`config.mk`:
```
export PLATFORM = sky130hd
export DESIGN_NAME = int_to_float_seq
export DESIGN_NICKNAME = d
export VERILOG_FILES = /design/src/rtl/int_to_float_seq.sv
export SDC_FILE = /design/constraint.sdc
export NUM_CORES = 1
export LEC_CHECK = 0
export BUFFER_PORTS_ARGS = -buffer_cell sky130_fd_sc_hd__buf_2
export CAP_MARGIN = 20
export CORE_MARGIN = 3
export CORE_UTILIZATION = 45
export DETAILED_ROUTE_END_ITERATION = 12
export PLACE_DENSITY = 0.77
export SLEW_MARGIN = 30
export SYNTH_ARGS = -nofsm -noshare
export SYNTH_HDL_FRONTEND = slang
export SYNTH_SLANG_ARGS = --single-unit
export TNS_END_PERCENT = 100
```
`constraint.sdc`:
```
create_clock -name clk -period 2.5 [get_ports clk]
set_input_delay 0.5 -clock clk [delete_from_list [all_inputs] [get_ports clk]]
set_output_delay 0.5 -clock clk [all_outputs]
set_load 0.02 [all_outputs]
```
`src/rtl/int_to_float_seq.sv`:
```
`default_nettype none
// ============================================================================
// Module      : int_to_float_seq
// Description : Sequential 16-bit signed integer to 13-bit float encoder
//               (sign, 4-bit exponent, 8-bit fraction). It uses an iterative
//               shift-left normaliser behind a start/ready/done_tick handshake.
// Revision    : 1.0 - initial release
// ============================================================================
module int_to_float_seq (
    input  logic        clk,
    input  logic        reset,
    input  logic        start,
    input  logic [15:0] din,
    output logic        ready,
    output logic        done_tick,
    output logic        sign,
    output logic [3:0]  exp,
    output logic [7:0]  frac
);

    typedef enum logic [1:0] {
        ST_IDLE = 2'd0,
        ST_NORM = 2'd1,
        ST_DONE = 2'd2
    } state_t;

    localparam logic [4:0] C_E_START = 5'd16;

    state_t      r_state, w_state_next;
    logic [15:0] r_mag, w_mag_next;
    logic [4:0]  r_e, w_e_next;
    logic        r_s, w_s_next;
    logic        r_sign;
    logic [3:0]  r_exp;
    logic [7:0]  r_frac;

    logic [15:0] w_abs;
    logic        w_norm_end;
    logic        w_load;

    // The 16-bit unsigned magnitude keeps -32768 representable as 0x8000
    assign w_abs      = din[15] ? (~din + 16'd1) : din;
    assign w_norm_end = (r_mag == 16'd0) || r_mag[15];
    assign w_load     = (r_state == ST_NORM) && w_norm_end;

    assign ready     = (r_state == ST_IDLE);
    assign done_tick = (r_state == ST_DONE);
    assign sign      = r_sign;
    assign exp       = r_exp;
    assign frac      = r_frac;

    // State and normaliser datapath registers
    always_ff @(posedge clk or posedge reset) begin
        if (reset) begin
            r_state <= ST_IDLE;
            r_mag   <= 16'd0;
            r_e     <= 5'd0;
            r_s     <= 1'b0;
        end else begin
            r_state <= w_state_next;
            r_mag   <= w_mag_next;
            r_e     <= w_e_next;
            r_s     <= w_s_next;
        end
    end

    // Next-state and normaliser datapath logic
    always_comb begin
        w_state_next = r_state;
        w_mag_next   = r_mag;
        w_e_next     = r_e;
        w_s_next     = r_s;
        case (r_state)
            ST_IDLE: begin
                if (start) begin
                    w_s_next     = din[15];
                    w_mag_next   = w_abs;
                    w_e_next     = C_E_START;
                    w_state_next = ST_NORM;
                end
            end
            ST_NORM: begin
                if (w_norm_end) begin
                    w_state_next = ST_DONE;
                end else begin
                    w_mag_next = {r_mag[14:0], 1'b0};
                    w_e_next   = r_e - 5'd1;
                end
            end
            ST_DONE: begin
                w_state_next = ST_IDLE;
            end
            default: begin
                w_state_next = ST_IDLE;
            end
        endcase
    end

    // Result registers load once per conversion; zero wins over saturation
    always_ff @(posedge clk or posedge reset) begin
        if (reset) begin
            r_sign <= 1'b0;
            r_exp  <= 4'd0;
            r_frac <= 8'd0;
        end else if (w_load) begin
            if (r_mag == 16'd0) begin
                r_sign <= 1'b0;
                r_exp  <= 4'd0;
                r_frac <= 8'd0;
            end else if (r_e == C_E_START) begin
                r_sign <= 1'b1;
                r_exp  <= 4'hF;
                r_frac <= 8'hFF;
            end else begin
                r_sign <= r_s;
                r_exp  <= r_e[3:0];
                r_frac <= r_mag[15:8];
            end
        end
    end

endmodule
`default_nettype wire
```
; After elaboration in Yosys (flattened, before gate mapping)
; Cells that the tools add are included.
[word_totals]
out_inout_bits = 15
in_bits = 19
elab_cells = 40
regBits = 37
[op_classes]
n_eq_ne = 6
reduce_logical = 8
muxes = 16
addsub = 2
bitwise = 1
[ops]
columns = op, n
row1 = $mux 16, 3
row2 = $pmux 16 s2, 1
row3 = $add 16x1->16 const B, 1
row4 = $logic_not 16->1, 1
row5 = $mux 8, 2
row6 = $not 16->16, 1
row7 = $mux 5, 2
row8 = $pmux 5 s2, 1
row9 = $mux 4, 2
row10 = $ne 2x2->1 const B, 3
row11 = $eq 5x5->1 const B, 1
row12 = $sub 5x1->5 const B, 1
row13 = $mux 2, 2
row14 = $pmux 2 s2, 1
row15 = $reduce_and 2->1, 2
row16 = $reduce_and 3->1, 1
row17 = $eq 2x1->1 const B, 1
row18 = $eq 2x2->1 const B, 1
row19 = $logic_not 2->1, 1
row20 = $mux 1, 2
row21 = $reduce_bool 2->1, 1
row22 = $logic_and 1x1->1, 1
row23 = $logic_or 1x1->1, 1

; Depth between registers and ports, before layout
; Gate-level depths: netlist (run 1).
[logic_depth]
depth_word = 5
depth_mapped = 7

; Worst setup path after synthesis (run 1)
; OpenSTA, ideal clock, no wires.
[synth_timing]
kind = input port to flip-flop
startpoint = in din[8]
endpoint = reg r_mag[14]
path_buffers = 0
t_arrival_ps = 1910
setup_ps = 134
path_slack_ps = 456
cell_stages = 5
path_cell_list = or4_1 > or3_4 > o41ai_4 > xor2_1 > o211ai_1
[synth_between]
elab_chain_len = 5
[synth_lines]
columns = item, line
row1 = "start, declared", 13  ; input logic [15:0] din,
row2 = $not 16->16, 42  ; assign w_abs = din[15] ? (~din + 16'd1) : din;
row3 = $add 16x1->16, 42
row4 = $mux 16, 42
row5 = $mux 16, 75  ; if (start) begin
row6 = $pmux 16 s2, 73  ; case (r_state)
row7 = "end signal, assigned", 61  ; r_mag <= w_mag_next;
row8 = "end, declared", 30  ; logic [15:0] r_mag, w_mag_next;
; No other way between the ends. The select of a mux whose other input is x is not followed.
; A chain may end at the register's enable or synchronous reset.

; Final worst setup path (run 1)
[layout_timing]
startpoint = reg r_mag[4]
endpoint = reg r_mag[13]
[layout_between]
elab_chain_len = 4
[layout_lines]
columns = item, line
row1 = $logic_not 16->1, 43  ; assign w_norm_end = (r_mag == 16'd0) || r_mag[15];
row2 = $logic_or 1x1->1, 43
row3 = $ne 2x2->1 (no line), --
row4 = $reduce_and 3->1 (no line), --
; No other way between the ends.

==> metrics, run 1 <==
Die X=71.9 um; global placement routability congestion=0.824; met1 usage=0.237; Seq/Total Area, Yosys=0.474; RSZ-0062 raised after global routing=no; Max-slew headroom=0.575; #FFs+latches synth=37; DRT iter0 DRCs=125; Comb pwr share=0.461; Post-synth EDFFs=0; Initial Utilization=0.478; critical-path maximum fanout=19; Synth Instances=217; f_max=470 MHz; Yosys Warn Count=0; Critical Path AT=2.34 ns; clk sink count=37; vias in the first global route=1544; final setup margin=0.372 ns; fin crit period=2.13 ns; Detail Route Antenna Nets=0; Leak Pwr=1.09 nW; P_int=1.60 mW; HP Class=in2async; Post-Syn Nets=238; dpl cell area=2180 um^2; CTS resizes=0; Synth top area share=0.474; Synth Cell Area=1950 um^2; final setup violating endpoints=0; wire length per cell=14.5 um; Nets=274; Num CTS Buffers=5; final instance area=2270 um^2; FILL cells=382; Area growth, synth to finish=16.1%; die footprint=5170 um^2; GR Layer Usage met2=0.298; Area contributors post-synth=dfrtp_1 (47%), o21ai_0 (7.2%), nand2_1 (6.9%); Overflow after GRT=0; outcome=finished clean; most common cell after layout, fill and taps aside=dfrtp_1; sequential share of power=0.393; GRT Resource Usage Total=0.184; DRC violations left=0; clk_lat worst skew=0.28 ns; first-pass GRT wire length=7.36 mm; Worst Path Required=2.71 ns; most frequent cells in the layout=dfrtp_1 (37), nand2_1 (36), buf_2 (33); grt peak-use layer=met2; layout cells sized above 1=0.194; Worst-path clk slew=0.07 ns; HPWL Detailed=3.25 mm; via count=1647; clk buf depth=2; CTS Root Cell=clkbuf_8; Via density=5.44; Seq. cell area=926 um^2; Sw Share=0.436; ys flop type=dfrtp_1; Hold Vio Cnt, Final=0; Setup crit end kind=flop; critical setup path kind=reg2reg; Die Y=71.9 um; leading area contributor after synthesis=dfrtp_1; Netlist cell types=35; DRT Pass-1 Iters=4; NetSw=1.24 mW; worst slew pin tran=0.637 ns; Core ar.=4090 um^2; met3 Track Usage GR=0.0485; Port Buf Inserts=33; Total Wirelength=4.41 mm; post-CTS setup buffer count=0; Power per Cell Area=1250 nW/um^2; largest net degree at the start of global routing=38; CP startpoint kind=flop; initial antenna violation count=0; final worst path period share=0.851; Setup WS pre-CTS=0.267 ns; CTS tree=done; htree depth=2; num ports=34; n_diodes=0; Site Rows=23; multi-input combinational cell area=955 um^2; async set-or-reset flop fraction in the synthesized netlist=1.00; Avg Synthesized Cell Area=9.01 um^2; Clock Skew=0.00287 ns; CTS hold repair buffers=0; max-slew violations=0; Fin Setup TNS=0 ns; VDD IR-drop max=403 uV; max-cap violations=0; clock power share=0.146
==> power by group through the flow <==
stage	Combinational, mW	Sequential, mW	Clock (mW)
CTS	1.33	1.12	0.427
global placement	1.29	1.11	0
detailed placement	1.32	1.13	0
floorplan	0.848	1.19	0
finish	1.31	1.12	0.415
global route	1.48	1.16	0.461
==> area by class of cell <==
class | count | share of cell area
multi-input combinational | 161 | 0.421
sequential | 37 | 0.408
timing repair buffer | 38 | 0.0893
clock buffer | 7 | 0.0380
tap | 50 | 0.0276
inverter | 10 | 0.0165
==> metrics by stage <==
step	hold slack [ns]	cells	power [mW]	util
floorplan	0.451	217	2.04	-
global placement	0.453	296	2.40	0.534
detailed placement	0.466	296	2.45	0.534
CTS	0.324	303	2.87	0.555
global route	0.362	303	3.10	0.555
finish	0.318	303	2.84	0.555
==> flip-flops by register name, indices dropped and copies added (netlist names) <==
signal	count
r_mag	16
frac	8
r_e	5
exp	4
r_state	2
r_s	1
sign	1
==> routing by layer <==
layer,vias up,part of all wire
met5,-,0
li1,821,-
met3,7,0.059
met1,770,0.44
met2,49,0.48
met4,0,0.013
==> synth_stat cells, types with 4 or more instances <==
cell	number
xor2_1	10
a21oi_1	9
clkbuf_1	6
nand3_1	6
nor2_1	18
nor3_1	4
mux2i_1	10
nor4_1	4
nand2_1	36
o21ai_0	28
dfrtp_1	37
inv_1	10
==> logic make-up after synthesis <==
| family | share of synthesized area |
|---|---|
| flops | 0.474 |
| simple gates | 0.205 |
| buf+inv | 0.0378 |
| compound gates | 0.161 |
| fa+ha+maj | 0.0128 |
| mux | 0.0512 |
| xor+xnor | 0.0583 |
==> path summary, 6_finish.rpt <==
path	end	from	slack (ns)	depth (start not counted)
max reg2reg	r_mag[13]	r_mag[4]	0.37	7
max in group asynchronous	frac[0]	reset	1.86	3
min reg2reg	frac[3]	frac[3]	0.47	2
max	r_mag[13]	r_mag[4]	0.37	7
min	frac[7]	reset	0.32	3
min in group clk	frac[3]	frac[3]	0.47	2
==> critical path: stages, from the launching register on <==
cell,delay [ns]
dfrtp_1,0.41
nor4_1,0.41
a41oi_1,0.35
a21oi_1,0.24
buf_4,0.18
buf_4,0.23
a2111oi_0,0.09
a21oi_1,0.13
No activity file was read; power rests on OpenSTA's default activity.
==> run 2: changes to the inputs <==
--- a/config.mk
+++ b/config.mk
@@ -9,8 +9,10 @@
 export CAP_MARGIN = 20
 export CORE_MARGIN = 3
 export CORE_UTILIZATION = 45
+export CTS_CLUSTER_SIZE = 30
 export DETAILED_ROUTE_END_ITERATION = 12
 export PLACE_DENSITY = 0.77
+export RECOVER_POWER = 50
 export SLEW_MARGIN = 30
 export SYNTH_ARGS = -nofsm -noshare
 export SYNTH_HDL_FRONTEND = slang
==> metrics, run 2 (synthesized netlist as in run 1, its figures left out) <==
outcome=finished clean; HPWL Detailed=3.25 mm; via count=1651; CTS hold repair buffers=0; DRT Pass-1 Iters=4; CTS tree=done; DRC violations left=0; CTS resizes=0; max-cap violations=0; Initial Utilization=0.478; Placed Cells=296; Via density=5.45; CP startpoint kind=flop; vias in the first global route=1544; max reg flops=16; Site Rows=23; worst slew pin tran=0.913 ns; NetSw=1.24 mW; CTS Root Cell=clkbuf_8; Total Wirelength=4.42 mm; Worst-path clk slew=0.07 ns; f_max=470 MHz; Die X=71.9 um; family with the most delay on the worst path=compound AO/OA/AOI/OAI gates; WL met1=1.97 mm; htree depth=2; Critical Path AT=2.34 ns; first-pass GRT wire length=7.36 mm; Overflow after GRT=0; Fin Setup TNS=0 ns; Sw Share=0.438; Core ar.=4090 um^2; DRT iter0 DRCs=125; RSZ-0062 raised after global routing=no; Leak Pwr=1.07 nW; Nets=274; Worst Path Required=2.71 ns; clk buf depth=2; Power per Cell Area=1250 nW/um^2; Hold Vio Cnt, Final=0; Area growth, synth to finish=15.6%; FILL cells=388; Detail Route Antenna Nets=0; initial antenna violation count=0; final worst path period share=0.851; num ports=34; crit path cell chain=nor4_1 > a41oi_1 > a21oi_1 > buf_4 > buf_4 > a2111oi_0 > a21oi_1; most common cell after layout, fill and taps aside=dfrtp_1; Num CTS Buffers=5; layout cells sized above 1=0.170; final cell count without fillers=303; critical setup path kind=reg2reg; post-CTS setup buffer count=0; n_diodes=0; Clock Skew=0.00277 ns; GRT Resource Usage Total=0.184; Met3 Routed Length=269 um; max-slew violations=0; final setup violating endpoints=0; clk_lat worst skew=0.28 ns; top routing layer in use=met4; fin crit period=2.13 ns; VDD IR-drop max=403 uV; Die Y=71.9 um; Setup crit end kind=flop; Bufs and invs on worst path=2; WL met2=2.12 mm; Most flops, register=r_mag; Port Buf Inserts=33; Comb pwr share=0.458; wire length per cell=14.6 um; Slowest cell on crit path=dfrtp_1; clk sink count=37; global placement routability congestion=0.824; critical-path maximum fanout=19; HP Class=reg2reg; clock power share=0.146; most frequent cells in the layout=dfrtp_1 (37), nand2_1 (36), o21ai_0 (28); P_int=1.59 mW; die footprint=5170 um^2; Max-slew headroom=0.392; largest net degree at the start of global routing=38; sequential share of power=0.395; critical path's largest stage delay=0.41 ns
-- run 2: per-stage QoR --
stage / cell area (um^2) / worst slack (ns) / util / power (mW) / hold slack (ns)
2_1_floorplan: 1950 / 0.456 / - / 2.04 / 0.451
6_report: 2260 / 0.372 / 0.553 / 2.83 / 0.477
3_5_place_dp: 2180 / 0.267 / 0.534 / 2.45 / 0.466
5_1_grt: 2260 / 0.246 / 0.553 / 3.08 / 0.504
3_3_place_gp: 2180 / 0.274 / 0.534 / 2.40 / 0.453
4_1_cts: 2270 / 0.376 / 0.555 / 2.87 / 0.324
-- run 2: tightest hold or removal path: stages, from the launching register on --
cell     delay, ns
dfrtp_1       0.34
nand2_1       0.05
o21ai_0       0.06
-- run 2: area by class of cell --
| type | count | area, um^2 | share of cell area |
|---|---|---|---|
| multi-input combinational | 161 | 955 | 0.422 |
| clock buffer | 7 | 86.3 | 0.0382 |
| sequential | 37 | 926 | 0.410 |
| inverter | 10 | 37.5 | 0.0166 |
| timing repair buffer | 38 | 193 | 0.0853 |
| tap | 50 | 62.6 | 0.0277 |
-- run 2: path summary, 6_finish.rpt --
path,from,endpoint,slack [ns],depth (start not counted)
setup reg to reg,r_mag[4],r_mag[13],0.37,7
hold / removal,frac[4],frac[4],0.48,2
setup / recovery,r_mag[4],r_mag[13],0.37,7
min in group asynchronous,reset,r_mag[7],0.49,3
hold reg to reg,frac[4],frac[4],0.48,2
max in group asynchronous,reset,r_mag[14],1.45,3
-- run 2: power by group through the flow --
stage                     sequential (mW)  clock, mW  combinational [mW]
after floorplan                      1.19          0               0.848
after global placement               1.11          0                1.29
after detailed placement             1.13          0                1.32
after CTS                            1.12      0.427                1.33
after global routing                 1.16      0.461                1.47
final                                1.12      0.414                1.30
-- run 2: routing by layer --
layer / vias up / GRT usage
li1: 822 / -
met2: 49 / 0.298
met3: 7 / 0.0485
met1: 773 / 0.237
met4: 0 / 0.0668
met5: - / 0
==> run 3: changes to the inputs <==
--- a/config.mk
+++ b/config.mk
@@ -9,6 +9,7 @@
 export CAP_MARGIN = 20
 export CORE_MARGIN = 3
 export CORE_UTILIZATION = 45
+export CTS_BUF_LIST = sky130_fd_sc_hd__clkbuf_4 sky130_fd_sc_hd__clkbuf_8
 export CTS_CLUSTER_SIZE = 30
 export DETAILED_ROUTE_END_ITERATION = 12
 export PLACE_DENSITY = 0.77
==> metrics, run 3 (synthesized netlist as in run 1, its figures left out) <==
multi-input combinational cell area=955 um^2; Seq. cell area=926 um^2; clk sink count=37; HP Class=reg2reg; critical-path maximum fanout=19; final worst path period share=0.851; Nets=274; Die Y=71.9 um; max-slew violations=0; initial antenna violation count=0; f_max=470 MHz; NetSw=1.24 mW; final setup violating endpoints=0; Core ar.=4090 um^2; FILL cells=389; worst slew pin tran=0.917 ns; Initial Utilization=0.478; Port Buf Inserts=33; RSZ-0062 raised after global routing=no; GRT Resource Usage Total=0.184; Num CTS Buffers=5; global placement routability congestion=0.824; Die X=71.9 um; Detail Route Antenna Nets=0; via count=1638; DRC violations left=0; Overflow after GRT=0; wire length per cell=14.5 um; CTS hold repair buffers=0; Hold Vio Cnt, Final=0; VDD IR-drop max=403 uV; n_diodes=0; vias in the first global route=1544; first-pass GRT wire length=7.36 mm; Power per Cell Area=1250 nW/um^2; die footprint=5170 um^2; sequential share of power=0.394; Fin Setup TNS=0 ns; Critical Path AT=2.34 ns; Via density=5.41; clock power share=0.149; Sw Share=0.436; fin crit period=2.13 ns; Leak Pwr=1.07 nW; most common cell after layout, fill and taps aside=dfrtp_1; total power draw=2.84 mW; htree depth=2; CTS resizes=0; max-cap violations=0; Setup crit end kind=flop; Total Wirelength=4.40 mm; largest net degree at the start of global routing=38; most frequent cells in the layout=dfrtp_1 (37), nand2_1 (36), o21ai_0 (28); Comb pwr share=0.457; Worst-path clk slew=0.07 ns; post-CTS setup buffer count=0; CTS tree=done; Clock Skew=0.00293 ns; clk_lat worst skew=0.28 ns; Max-slew headroom=0.388; DRT Pass-1 Iters=4; max reg flops=16; Most flops, register=r_mag; outcome=finished clean; critical setup path kind=reg2reg; num ports=34; DRT iter0 DRCs=130; Site Rows=23; clk buf depth=2; CP startpoint kind=flop; Worst Path Required=2.71 ns; HPWL Detailed=3.25 mm; P_int=1.60 mW; Area growth, synth to finish=15.8%; CTS Root Cell=clkbuf_8; layout cells sized above 1=0.174
[run 3: worst paths after layout]
kind	start	end	slack [ns]	cells past startpoint
worst max-delay path	r_mag[3]	r_mag[13]	0.37	7
worst min-delay path	frac[4]	frac[4]	0.48	2
worst max register to register	r_mag[3]	r_mag[13]	0.37	7
worst min register to register	frac[4]	frac[4]	0.48	2
max in group asynchronous	reset	r_mag[1]	1.45	3
min in group asynchronous	reset	r_mag[7]	0.49	3
[run 3: metal layers]
| layer | routed length, um | track usage | up-vias | part of all wire |
|---|---|---|---|---|
| met3 | 240 | 0.0485 | 7 | 0.055 |
| met4 | 59 | 0.0668 | 0 | 0.013 |
| li1 | - | - | 822 | - |
| met2 | 2110 | 0.298 | 40 | 0.48 |
| met1 | 1980 | 0.237 | 769 | 0.45 |
| met5 | 0 | 0 | - | 0 |
[run 3: critical path, cell delays in order (launching register included)]
cell and delay, ns:
dfrtp_1 0.40, nor4_1 0.42, a41oi_1 0.35, a21oi_1 0.25, buf_4 0.18, buf_4 0.23
a2111oi_0 0.09, a21oi_1 0.12
[run 3: metrics by stage]
step           hold slack [ns]  instance area (um^2)  cells  setup slack [ns]   util
2_1_floorplan            0.451                  1950    217             0.456      -
3_3_place_gp             0.453                  2180    296             0.274  0.534
3_5_place_dp             0.466                  2180    296             0.267  0.534
4_1_cts                  0.324                  2270    303             0.377  0.556
5_1_grt                  0.504                  2260    303             0.246  0.554
6_report                 0.477                  2260    303             0.372  0.554
[run 3: power groups by stage]
stage | logic [mW] | registers [mW] | clock network [mW]
6_report | 1.30 | 1.12 | 0.424
5_1_grt | 1.47 | 1.16 | 0.471
4_1_cts | 1.33 | 1.12 | 0.438
3_5_place_dp | 1.32 | 1.13 | 0
3_3_place_gp | 1.29 | 1.11 | 0
2_1_floorplan | 0.848 | 1.19 | 0
[run 3: layout make-up]
| cell class | count | area share |
|---|---|---|
| flip-flops and latches | 37 | 0.409 |
| multi-input cells | 161 | 0.422 |
| repair buffers | 38 | 0.0851 |
| well taps | 50 | 0.0276 |
| clock buffers | 7 | 0.0398 |
| inverters | 10 | 0.0166 |
